File: src/rtl/clock_mode_controller.sv
// Mode sequencer for the alarm clock: RUN tick cascade, ADJUST field editing,
// alarm triggering with ring timeout and button silencing.
module clock_mode_controller #(
  parameter int unsigned ALARM_SECS = 60
) (
  input  logic       i_clk,
  input  logic       i_rst,
  input  logic       i_tick_1hz,
  input  logic       i_btn_c,
  input  logic       i_btn_l,
  input  logic       i_btn_r,
  input  logic       i_btn_u,
  input  logic       i_btn_d,
  input  logic       i_sec_is_max,
  input  logic       i_min_is_max,
  input  logic       i_alarm_match,
  output logic       o_sec_en,
  output logic       o_sec_clr,
  output logic       o_min_en,
  output logic       o_min_dec,
  output logic       o_hr_en,
  output logic       o_hr_dec,
  output logic       o_amin_en,
  output logic       o_amin_dec,
  output logic       o_ahr_en,
  output logic       o_ahr_dec,
  output logic       o_adj_mode,
  output logic [3:0] o_field_led,
  output logic       o_alarm_ring
);

  typedef enum logic {S_RUN, S_ADJ} state_t;

  typedef struct packed {
    logic sec_en;
    logic sec_clr;
    logic min_en;
    logic min_dec;
    logic hr_en;
    logic hr_dec;
    logic amin_en;
    logic amin_dec;
    logic ahr_en;
    logic ahr_dec;
  } strb_t;

  localparam logic [7:0] RING_MAX = 8'(ALARM_SECS);

  state_t     r_state, w_state_nxt;
  logic [1:0] r_field, w_field_nxt;
  logic       r_fired, w_fired_nxt;
  logic       r_ring, w_ring_nxt;
  logic [7:0] r_ring_cnt, w_ring_cnt_nxt;
  strb_t      r_strb, w_strb;
  logic       r_adj_mode;
  logic [3:0] r_field_led, w_field_led;
  logic       w_any_btn;
  logic       w_consume;
  logic       w_dec;

  always_ff @(posedge i_clk) begin
    if (i_rst) begin
      r_state     <= S_RUN;
      r_field     <= 2'd0;
      r_fired     <= 1'b0;
      r_ring      <= 1'b0;
      r_ring_cnt  <= 8'd0;
      r_strb      <= '0;
      r_adj_mode  <= 1'b0;
      r_field_led <= 4'd0;
    end else begin
      r_state     <= w_state_nxt;
      r_field     <= w_field_nxt;
      r_fired     <= w_fired_nxt;
      r_ring      <= w_ring_nxt;
      r_ring_cnt  <= w_ring_cnt_nxt;
      r_strb      <= w_strb;
      r_adj_mode  <= (w_state_nxt == S_ADJ);
      r_field_led <= w_field_led;
    end
  end

  always_comb begin
    w_state_nxt    = r_state;
    w_field_nxt    = r_field;
    w_fired_nxt    = r_fired;
    w_ring_nxt     = r_ring;
    w_ring_cnt_nxt = r_ring_cnt;
    w_strb         = '0;
    w_any_btn      = i_btn_c | i_btn_l | i_btn_r | i_btn_u | i_btn_d;
    w_consume      = r_ring & w_any_btn;
    // btn_u outranks btn_d, so direction is down only when u is absent
    w_dec          = ~i_btn_u;

    if (r_state == S_RUN && i_tick_1hz) begin
      w_strb.sec_en = 1'b1;
      w_strb.min_en = i_sec_is_max;
      w_strb.hr_en  = i_sec_is_max & i_min_is_max;
    end

    if (!w_consume) begin
      if (i_btn_c) begin
        if (r_state == S_RUN) begin
          w_state_nxt = S_ADJ;
          w_field_nxt = 2'd0;
        end else begin
          w_state_nxt    = S_RUN;
          w_strb.sec_clr = 1'b1;
        end
      end else if (r_state == S_ADJ) begin
        if (i_btn_l) begin
          w_field_nxt = r_field - 2'd1;
        end else if (i_btn_r) begin
          w_field_nxt = r_field + 2'd1;
        end else if (i_btn_u || i_btn_d) begin
          case (r_field)
            2'd0: begin w_strb.min_en  = 1'b1; w_strb.min_dec  = w_dec; end
            2'd1: begin w_strb.hr_en   = 1'b1; w_strb.hr_dec   = w_dec; end
            2'd2: begin w_strb.amin_en = 1'b1; w_strb.amin_dec = w_dec; end
            default: begin w_strb.ahr_en = 1'b1; w_strb.ahr_dec = w_dec; end
          endcase
        end
      end
    end

    if (r_ring) begin
      if (w_any_btn || r_ring_cnt == RING_MAX) w_ring_nxt = 1'b0;
      if (i_tick_1hz && r_ring_cnt < RING_MAX) w_ring_cnt_nxt = r_ring_cnt + 8'd1;
    end

    // fired blocks re-triggering until the match goes away
    if (!i_alarm_match) begin
      w_fired_nxt = 1'b0;
    end else if (r_state == S_ADJ) begin
      w_fired_nxt = 1'b1;
    end else if (!r_fired) begin
      w_fired_nxt    = 1'b1;
      w_ring_nxt     = 1'b1;
      w_ring_cnt_nxt = 8'd0;
    end

    w_field_led = (w_state_nxt == S_ADJ) ? (4'b0001 << w_field_nxt) : 4'b0000;
  end

  assign o_sec_en     = r_strb.sec_en;
  assign o_sec_clr    = r_strb.sec_clr;
  assign o_min_en     = r_strb.min_en;
  assign o_min_dec    = r_strb.min_dec;
  assign o_hr_en      = r_strb.hr_en;
  assign o_hr_dec     = r_strb.hr_dec;
  assign o_amin_en    = r_strb.amin_en;
  assign o_amin_dec   = r_strb.amin_dec;
  assign o_ahr_en     = r_strb.ahr_en;
  assign o_ahr_dec    = r_strb.ahr_dec;
  assign o_adj_mode   = r_adj_mode;
  assign o_field_led  = r_field_led;
  assign o_alarm_ring = r_ring;

endmodule

File: config.mk
export PLATFORM = sky130hd
export DESIGN_NAME = clock_mode_controller
export DESIGN_NICKNAME = d
export VERILOG_FILES = /design/src/rtl/clock_mode_controller.sv
export SDC_FILE = /design/constraint.sdc
export NUM_CORES = 1
export LEC_CHECK = 0
export BUFFER_PORTS_ARGS = -buffer_cell sky130_fd_sc_hd__buf_2
export CAP_MARGIN = 20
export CORE_UTILIZATION = 56
export DETAILED_ROUTE_END_ITERATION = 8
export GPL_TIMING_DRIVEN = 0
export PLACE_DENSITY_LB_ADDON = 0.05
export SLEW_MARGIN = 30
export SYNTH_ARGS = -nofsm -noshare
export SYNTH_HDL_FRONTEND = slang
export SYNTH_SLANG_ARGS = --single-unit
File: constraint.sdc
create_clock -name i_clk -period 3.2 [get_ports i_clk]
set_input_delay 0.48 -clock i_clk [delete_from_list [all_inputs] [get_ports i_clk]]
set_output_delay 0.48 -clock i_clk [all_outputs]
set_load 0.005 [all_outputs]
# Word level (Yosys, flattened, before mapping)
# Cells that the tools add are included.
[op_classes]
n_addsub = 3
order_cmp = 1
n_eq_ne = 3
n_shift = 1
mux = 34
bitwise = 14
n_reduce_logical = 13
[ops]
columns = ["op", "count"]
rows = [
  ["$mux 8", 11],
  ["$reduce_or 8->1", 3],
  ["$mux 2", 10],
  ["$mux 1", 13],
  ["$reduce_or 10->1", 1],
  ["$add 8x1->8 const B", 1],
  ["$eq 8x6->1 const B", 1],
  ["$lt 8x6->1 const B", 1],
  ["$not 1->1", 8],
  ["$reduce_or 7->1", 1],
  ["$reduce_or 3->1", 2],
  ["$or 1x1->1", 4],
  ["$shl 1x2->4 const A", 1],
  ["$add 2x1->2 const B", 1],
  ["$and 1x1->1", 2],
  ["$eq 2x1->1 const B", 1],
  ["$eq 2x2->1 const B", 1],
  ["$logic_and 1x1->1", 2],
  ["$logic_not 2->1", 1],
  ["$logic_or 1x1->1", 2],
  ["$reduce_or 2->1", 1],
  ["$sub 2x1->2 const B", 1],
]
[totals]
reg_bits = 27
output_inout_bits = 16
wordCells = 85

# Longest topological paths before layout
# Gate-level depths: netlist of the first run.
[depth]
depth_word = 10
ltp_mapped = 5
depth_no_buf = 5

# Worst setup path after synthesis of the first run
# No wires, ideal clock.
[synth_timing]
kind = "register -> register"
start = "register r_field[0]"
end = "register r_field_led[2], in the netlist o_field_led[2]"
setup_ns = 0.103
arrival_time_ns = 1.577
required_ns = 3.097
path_slack_ns = 1.519
stages_incl_launch_ff = 6
period_less_slack_ns = 1.681
cell_sequence = "dfxtp_1 inv_1 ha_1 nand2b_1 a211o_1 a2111oi_2"
[synth_between]
elab_chain_len = 7
elab_cells_between_ends = 9
[synth_lines]
columns = ["item", "line", "text"]
rows = [
  ["start, declared", "50", "logic [1:0] r_field, w_field_nxt;"],
  ["start signal, assigned", "73", "r_field <= w_field_nxt;"],
  ["$add 2x1->2", "114", "w_field_nxt = r_field + 2'd1;"],
  ["$mux 2", "113", "end else if (i_btn_r) begin"],
  ["$mux 2", "111", "if (i_btn_l) begin"],
  ["$mux 2", "110", "end else if (r_state == S_ADJ) begin"],
  ["$mux 2", "102", "if (i_btn_c) begin"],
  ["$mux 2 *", "101", "if (!w_consume) begin"],
  ["$shl 1x2->4 *", "142", "w_field_led = (w_state_nxt == S_ADJ) ? (4'b0001 << w_field_nxt) : 4'b0000;"],
  ["end signal, assigned", "79", "r_field_led <= w_field_led;"],
  ["end, declared", "56", "logic [3:0] r_field_led, w_field_led;"],
]
# Mark *: on every way between the ends. The rest lies on a longest branch, timed or not.
# A chain may end at the register's enable or synchronous reset.

# Worst setup path after layout of the first run
# Ends and elaborated chain as after synthesis.

==> summary.md, run 1 <==
| Metric | Value |
|---|---|
| # IOs | 27 |
| Worst Hold Class | in2reg |
| DR pass1 iterations | 4 |
| Vias in the first global route | 934 |
| Hpwl dp | 1810 um |
| Least-Margin Pin Slew | ~0.53 ns |
| Syn_area_per_cell | 9.99 sq um |
| Fillers | 161 |
| Cell variety after synth | 47 |
| Layout area overhead | 14.9% |
| DP Worst Slack | 1.31 ns |
| Max Fanout on Critical Path | 9 |
| Worst vdd ir | 0.245 mV |
| DR vias | 1043 |
| Leakage | 0.614 nW |
| Final slew viol count | 0 |
| GPL Wtd Cong | roughly 0.84 |
| Diodes inserted | 0 |
| Logic gate share of total power | 13.2% |
| Post-CTS sizing | 0 |
| EDFF count, synth | 0 |
| Post-synth top area share | 43.3% |
| Die area | 2420 sq um |
| Count of final hold-check violations | 0 |
| Final worst slack | 1.29 ns |
| Post-synth ARST share | 0% |
| Port bufs | 25 |
| Worst Setup Start Kind | flip-flop |
| Max cap viols | 0 |
| Total negative slack | 0 ns |
| Synth top area cells | dfxtp_1 43%, ha_1 6.0%, a21oi_1 4.0% |
| Clock share of power | 24.9% |
| Die Y | 49.2 um |
| Cell count after synthesis | approximately 130 |
| Clock buffer depth | 2 |
| Main flop type after synthesis | dfxtp_1 |
| CTS tree | built |
| Setup Buffers After CTS | 0 |
| Reg2reg start | r_field[0]$_SDFF_PP0_ |
| P_int | 0.425 mW |
| Sw Pwr | 0.144 mW |
| Nets | around 170 |
| WL/cell | 12.9 um |
| Origin of the worst min-delay path | i_alarm_match |
| Antenna-violating nets left | 0 |
| Worst-Skew Late Latency | about 0.32 ns |
| Initial Util | 61.8% |
| Final setup viols | 0 |
| Clk sinks | 27 |
| Initial antenna violation count | 0 |
| P per Cell Area | 397 nW/um^2 |
| Ys Warns | 0 |
| H-tree levels | 1 |
| Syn Nets | 142 |
| Grt ovf | 0 |
| Pin count of the biggest net entering global routing | 16 |
| Cts hold-fix bufs | 0 |
| Drt initial violations | 11 |
| CP endpoint kind | flip-flop |
| Clock skew | 0.00838 ns |
| Status | finished clean |
| DRC viols | 0 |
| Slew margin rel. | 64.3% |
| Switching share of power | about a quarter |
| Crit Path Class | reg2reg |
| Horiz. Die Dim | 49.2 um |
| Count leader, synth | dfxtp_1 |
| Core footprint | between 2000 and 2500 sq um |
| Setup crit start | r_field[0]$_SDFF_PP0_ |
| Avg Vias per Cell | 5.76 |
| Cell area after synthesis | 1250 sq um |
| Row cnt | 16 |
| Reg power frac | 61.9% |
| Unrepaired setup endpoints after global routing | false |
| GRT Resource Usage Total | 21.1% |
| Post-synth top cells | 27 x dfxtp_1, 10 x a21oi_1, 7 x inv_1 |
| DRT Wirelength | 2340 um |
| Clock transition time at the flip-flop clock pins of the worst setup and hold paths | 0.14 ns |
| Root Buffer | clkbuf_4 |
| Min Tclk post-route | 1.91 ns |
| Synthesis-stage register bit count | 27 |
| First-pass GRT wire length | 4010 um |
| Cell taking the most area after synthesis | dfxtp_1 |
| Fmax achieved | 0.524 GHz |
| Fraction of layout cells with a size suffix above 1 | 25.3% |
| Crit path arrival time | ~2.1 ns |
| Tcrit/Tclk final | 59.6% |
| Worst EP required | 3.42 ns |
| Register area share after synthesis | 43.3% |
| CTS Buf Count | 3 |
==> power by group through the flow <==
stage	Clock, mW	Combinational, mW	Sequential (mW)
CTS	0.149	0.0751	0.352
finish	0.142	0.0749	0.352
floorplan	0	0.0478	0.359
global placement	0	0.0731	0.359
global route	0.161	0.0835	0.354
detailed placement	0	0.0749	0.360
==> through the flow <==
stage	utilization [%]	cells	cell area (sq um)	power (mW)	hold WS, ns
after global placement	69.6	177	1410	0.432	0.497
after CTS	71.0	181	1440	0.577	0.371
after detailed placement	69.6	177	1410	0.435	0.504
after global routing	71.0	181	1440	0.598	0.383
after floorplan	-	125	1250	0.407	0.474
final	71.0	181	1440	0.569	0.381
==> critical path, stage by stage, from the launching register on <==
cell	delay, ns
dfxtp_1	0.52
inv_1	0.14
ha_1	0.32
nand2b_1	0.15
a211o_1	0.37
a2111oi_2	0.32
==> layout make-up <==
cell class,count,area [sq um],area share (%)
clock buffers,3,22.5,1.57
inverters,7,26.3,1.83
plain buffers,4,26.3,1.83
clock inverters,1,5.00,0.349
repair buffers,25,125,8.72
flip-flops and latches,27,541,37.7
multi-input cells,87,656,45.7
well taps,27,33.8,2.35
==> sequential cells by signal, indices dropped and copies added, names as in the netlist <==
register and count:
o_alarm_ring 1, o_ahr_dec 1, o_min_dec 1, o_amin_en 1, o_hr_en 1, o_min_en 1, o_sec_en 1, r_ring_cnt 8
o_field_led 4, r_fired 1, o_adj_mode 1, o_sec_clr 1, o_hr_dec 1, r_field 2, o_ahr_en 1, o_amin_dec 1
==> placed cells by master (no fill, tap or decap), types with 2 or more instances in the layout <==
master | netlist | routed
nand3b_1 | 2 | 2
nor3b_1 | 4 | 4
o211ai_1 | 4 | 4
clkbuf_1 | 2 | 2
nor2b_1 | 4 | 4
nor3_1 | 3 | 3
o31ai_1 | 2 | 2
nand3_1 | 3 | 3
buf_2 | 0 | 25
nand2_1 | 3 | 3
o211a_1 | 2 | 2
o2111ai_1 | 2 | 2
o21ai_0 | 3 | 3
ha_1 | 6 | 6
inv_1 | 7 | 7
and2b_1 | 2 | 2
dfxtp_1 | 27 | 27
or3b_2 | 2 | 2
and3_1 | 4 | 4
clkbuf_4 | 0 | 3
a21oi_1 | 10 | 10
or3_1 | 3 | 3
and2_1 | 4 | 4
==> cell families after synthesis <==
kind of cell,count (synthesis),share of synthesized area [%]
DFF,27,43.3
adders and majority gates,6,6.01
muxes,1,0.802
AOI/OAI and AO/OA,33,20.1
buffers and inverters,11,4.21
and+or+nand+nor,47,25.6
==> per-layer routing <==
layer	GRT usage [%]	wire, um	share of wire (%)	vias up
met4	5.88	13	0.55	0
li1	-	-	-	530
met5	0	0	0	-
met3	3.12	74	3.2	2
met2	37.2	1180	50	14
met1	26.3	1070	46	497
==> worst paths after layout <==
kind | endpoint | slack, ns | cells past startpoint
max reg2reg | o_field_led[2]$_SDFF_PP0_ | 1.29 | 5
min | r_fired$_SDFF_PP0_ | 0.38 | 2
min reg2reg | r_ring_cnt[0]$_SDFF_PP0_ | 0.52 | 2
max | o_field_led[2]$_SDFF_PP0_ | 1.29 | 5
Note: power is estimated with default switching activity, not from simulation.
==> run 2, diff against run 1 <==
Settings changed: CORE_UTILIZATION 56 to 47.
Clock period 3.2 ns to 1.6 ns, I/O delays scaled along.
==> run 2 against run 1 <==
  * Core utilization is 11 points lower
  * Die area grew 18%
  * Non-clock buffer count up 3
  * Sequential cell count stayed put
  * Critical path type unchanged
  * Critical endpoint unchanged
  * Largest cell class unchanged
  * Largest power group unchanged
  * Highest routed layer unchanged
==> summary.md, run 2 (synthesis results as in run 1) <==
| Metric | Value |
|---|---|
| Status | finished clean |
| Drt initial violations | 15 (+4) |
| DR pass1 iterations | 4 (unchanged) |
| Final slew viol count | 0 (unchanged) |
| P per Cell Area | 768 nW/um^2 (+94%) |
| Clock transition time at the flip-flop clock pins of the worst setup and hold paths | 0.14 ns (about the same) |
| WL/cell | 13.2 um (+1.6%) |
| Clk sinks | 27 (unchanged) |
| DRC viols | 0 (unchanged) |
| Final setup viols | 0 (unchanged) |
| Diodes inserted | 0 (unchanged) |
| Most frequent cells in the layout | 25 x buf_2, 25 x dfxtp_1, 10 x a21oi_1 |
| Clock buffer depth | 2 (unchanged) |
| Worst-Skew Late Latency | 0.32 ns (about the same) |
| Worst Hold Class | in2reg |
| Max incr delay on CP | 0.37 ns (-0.15 ns) |
| Fraction of layout cells with a size suffix above 1 | 31.8% (+6.5 points) |
| Crit Path Class | reg2reg |
| Fillers | 230 (+43%) |
| Crit path arrival time | 1.80 ns (-0.32 ns) |
| Max Fanout on Critical Path | 5 (-4) |
| Nets | 175 (+1.7%) |
| GPL Wtd Cong | 0.796 (-4.9%) |
| Sequential standard cell area | 548 sq um (+1.4%) |
| Initial Util | 49.9% (-12 points) |
| Worst Setup Start Kind | flip-flop |
| Initial antenna violation count | 0 (unchanged) |
| Unrepaired setup endpoints after global routing | true |
| DRT Wirelength | 2460 um (+5.0%) |
| Post-layout util | 60.5% (-11 points) |
| Slew margin rel. | 62.5% (-1.8 points) |
| Pin count of the biggest net entering global routing | 16 (unchanged) |
| Grt ovf | 0 (unchanged) |
| Largest register by flop count | r_ring_cnt |
| Worst vdd ir | 0.658 mV (+170%) |
| Worst Path Buf+Inv | 1 (unchanged) |
| Core footprint | 2500 sq um (+24%) |
| Count of final hold-check violations | 0 (unchanged) |
| CTS Buf Count | 3 (unchanged) |
| CTS tree | built |
| Fmax achieved | 0.637 GHz (+22%) |
| Avg Vias per Cell | 5.53 (-4.0%) |
| GRT Resource Usage Total | 18.7% (-2.4 points) |
| Die area | 2870 sq um (+18%) |
| Leakage | 0.639 nW (+4.1%) |
| Min Tclk post-route | 1.57 ns (-0.338 ns) |
| Horiz. Die Dim | 53.5 um (+8.8%) |
| Worst EP required | 1.83 ns (-1.59 ns) |
| Least-Margin Pin Slew | 0.558 ns (+0.0267 ns) |
| First-pass GRT wire length | 3940 um (-1.7%) |
| H-tree levels | 1 (unchanged) |
| Tcrit/Tclk final | 98.1% (+39 points) |
| CP endpoint kind | flip-flop |
| Max cap viols | 0 (unchanged) |
| Vias in the first global route | 910 (-2.6%) |
| Die Y | 53.5 um (+8.8%) |
| Clock skew | 0.00568 ns (-0.00270 ns) |
| Power Total | 1.16 mW (+100%) |
| # IOs | 27 (unchanged) |
| Crit-path cells | inv_2, ha_4, nand2b_4, a211o_4, a2111oi_4 |
| Area of the multi-input gates | 697 sq um (+6.3%) |
| Hpwl dp | 1800 um (-0.39%) |
| Antenna-violating nets left | 0 (unchanged) |
| DR vias | 1034 (-0.86%) |
| Root Buffer | clkbuf_4 |
| Layout area overhead | 21.0% |
| Row cnt | 18 (+2) |
| Port bufs | 25 (unchanged) |
| Crit-path slowest cell | dfxtp_4 |
| Max reg flops | 8 (unchanged) |
| Largest delay share family, worst path | compound AO/OA/AOI/OAI gates |
run 2: cell types whose count changed in the layout (fill, tap and decap cells not counted), moves of 2 or more:
cell and change:
buf_4 +3, dfxtp_1 -2, dfxtp_4 +2, inv_1 -2, inv_2 +2
run 2: path summary, 6_finish.rpt:
kind	from	end	slack, ns	depth (start not counted)
setup reg to reg	r_field[0]$_SDFF_PP0_	o_field_led[2]$_SDFF_PP0_	0.03	5
setup / recovery	r_field[0]$_SDFF_PP0_	o_field_led[2]$_SDFF_PP0_	0.03	5
hold / removal	i_alarm_match	r_fired$_SDFF_PP0_	0.14	2
hold reg to reg	r_ring_cnt[6]$_SDFF_PP0_	r_ring_cnt[6]$_SDFF_PP0_	0.52	1
run 2: report_power, final:
| part | switching [mW] | internal (mW) |
|---|---|---|
| combinational | 0.0938 | 0.0783 |
| clock | 0.194 | 0.0936 |
| sequential | 0.0114 | 0.689 |
run 2: what timing repair did:
action / in CTS / in global routing
resized for setup: 7 / 4
endpoints found under the hold margin: 0 / 0
endpoints found under the setup margin: 3 / 2
pin swaps: 3 / 0
hold buffers: 0 / 0
buffers inserted: 3 / 0
run 2: final cells by class:
type | count | share of cell area (%)
multi-input combinational | 87 | 46.1
sequential | 27 | 36.3
timing repair buffer | 28 | 9.77
tap | 30 | 2.48
buffer | 4 | 1.82
inverter | 7 | 1.74
clock buffer | 3 | 1.49
clock inverter | 1 | 0.331
run 2: metrics by stage:
stage	TNS, ns	hold slack, ns	setup WS (ns)	cell area, sq um	instances
after CTS	0	0.134	0.00198	1490	187
after detailed placement	-0.119	0.474	-0.102	1410	180
after global placement	-0.112	0.468	-0.0948	1410	180
after global routing	-0.0141	0.133	-0.0141	1510	187
final	0	0.143	0.0297	1510	187
after floorplan	0	0.368	0.0341	1250	125
run 2: layer usage:
layer  track usage (%)  part of all wire (%)  wire [um]
met1              24.1                    49       1200
met2              30.6                    48       1170
met3              2.82                   3.0         75
met4              8.33                  0.41         10
met5                 0                     0          0
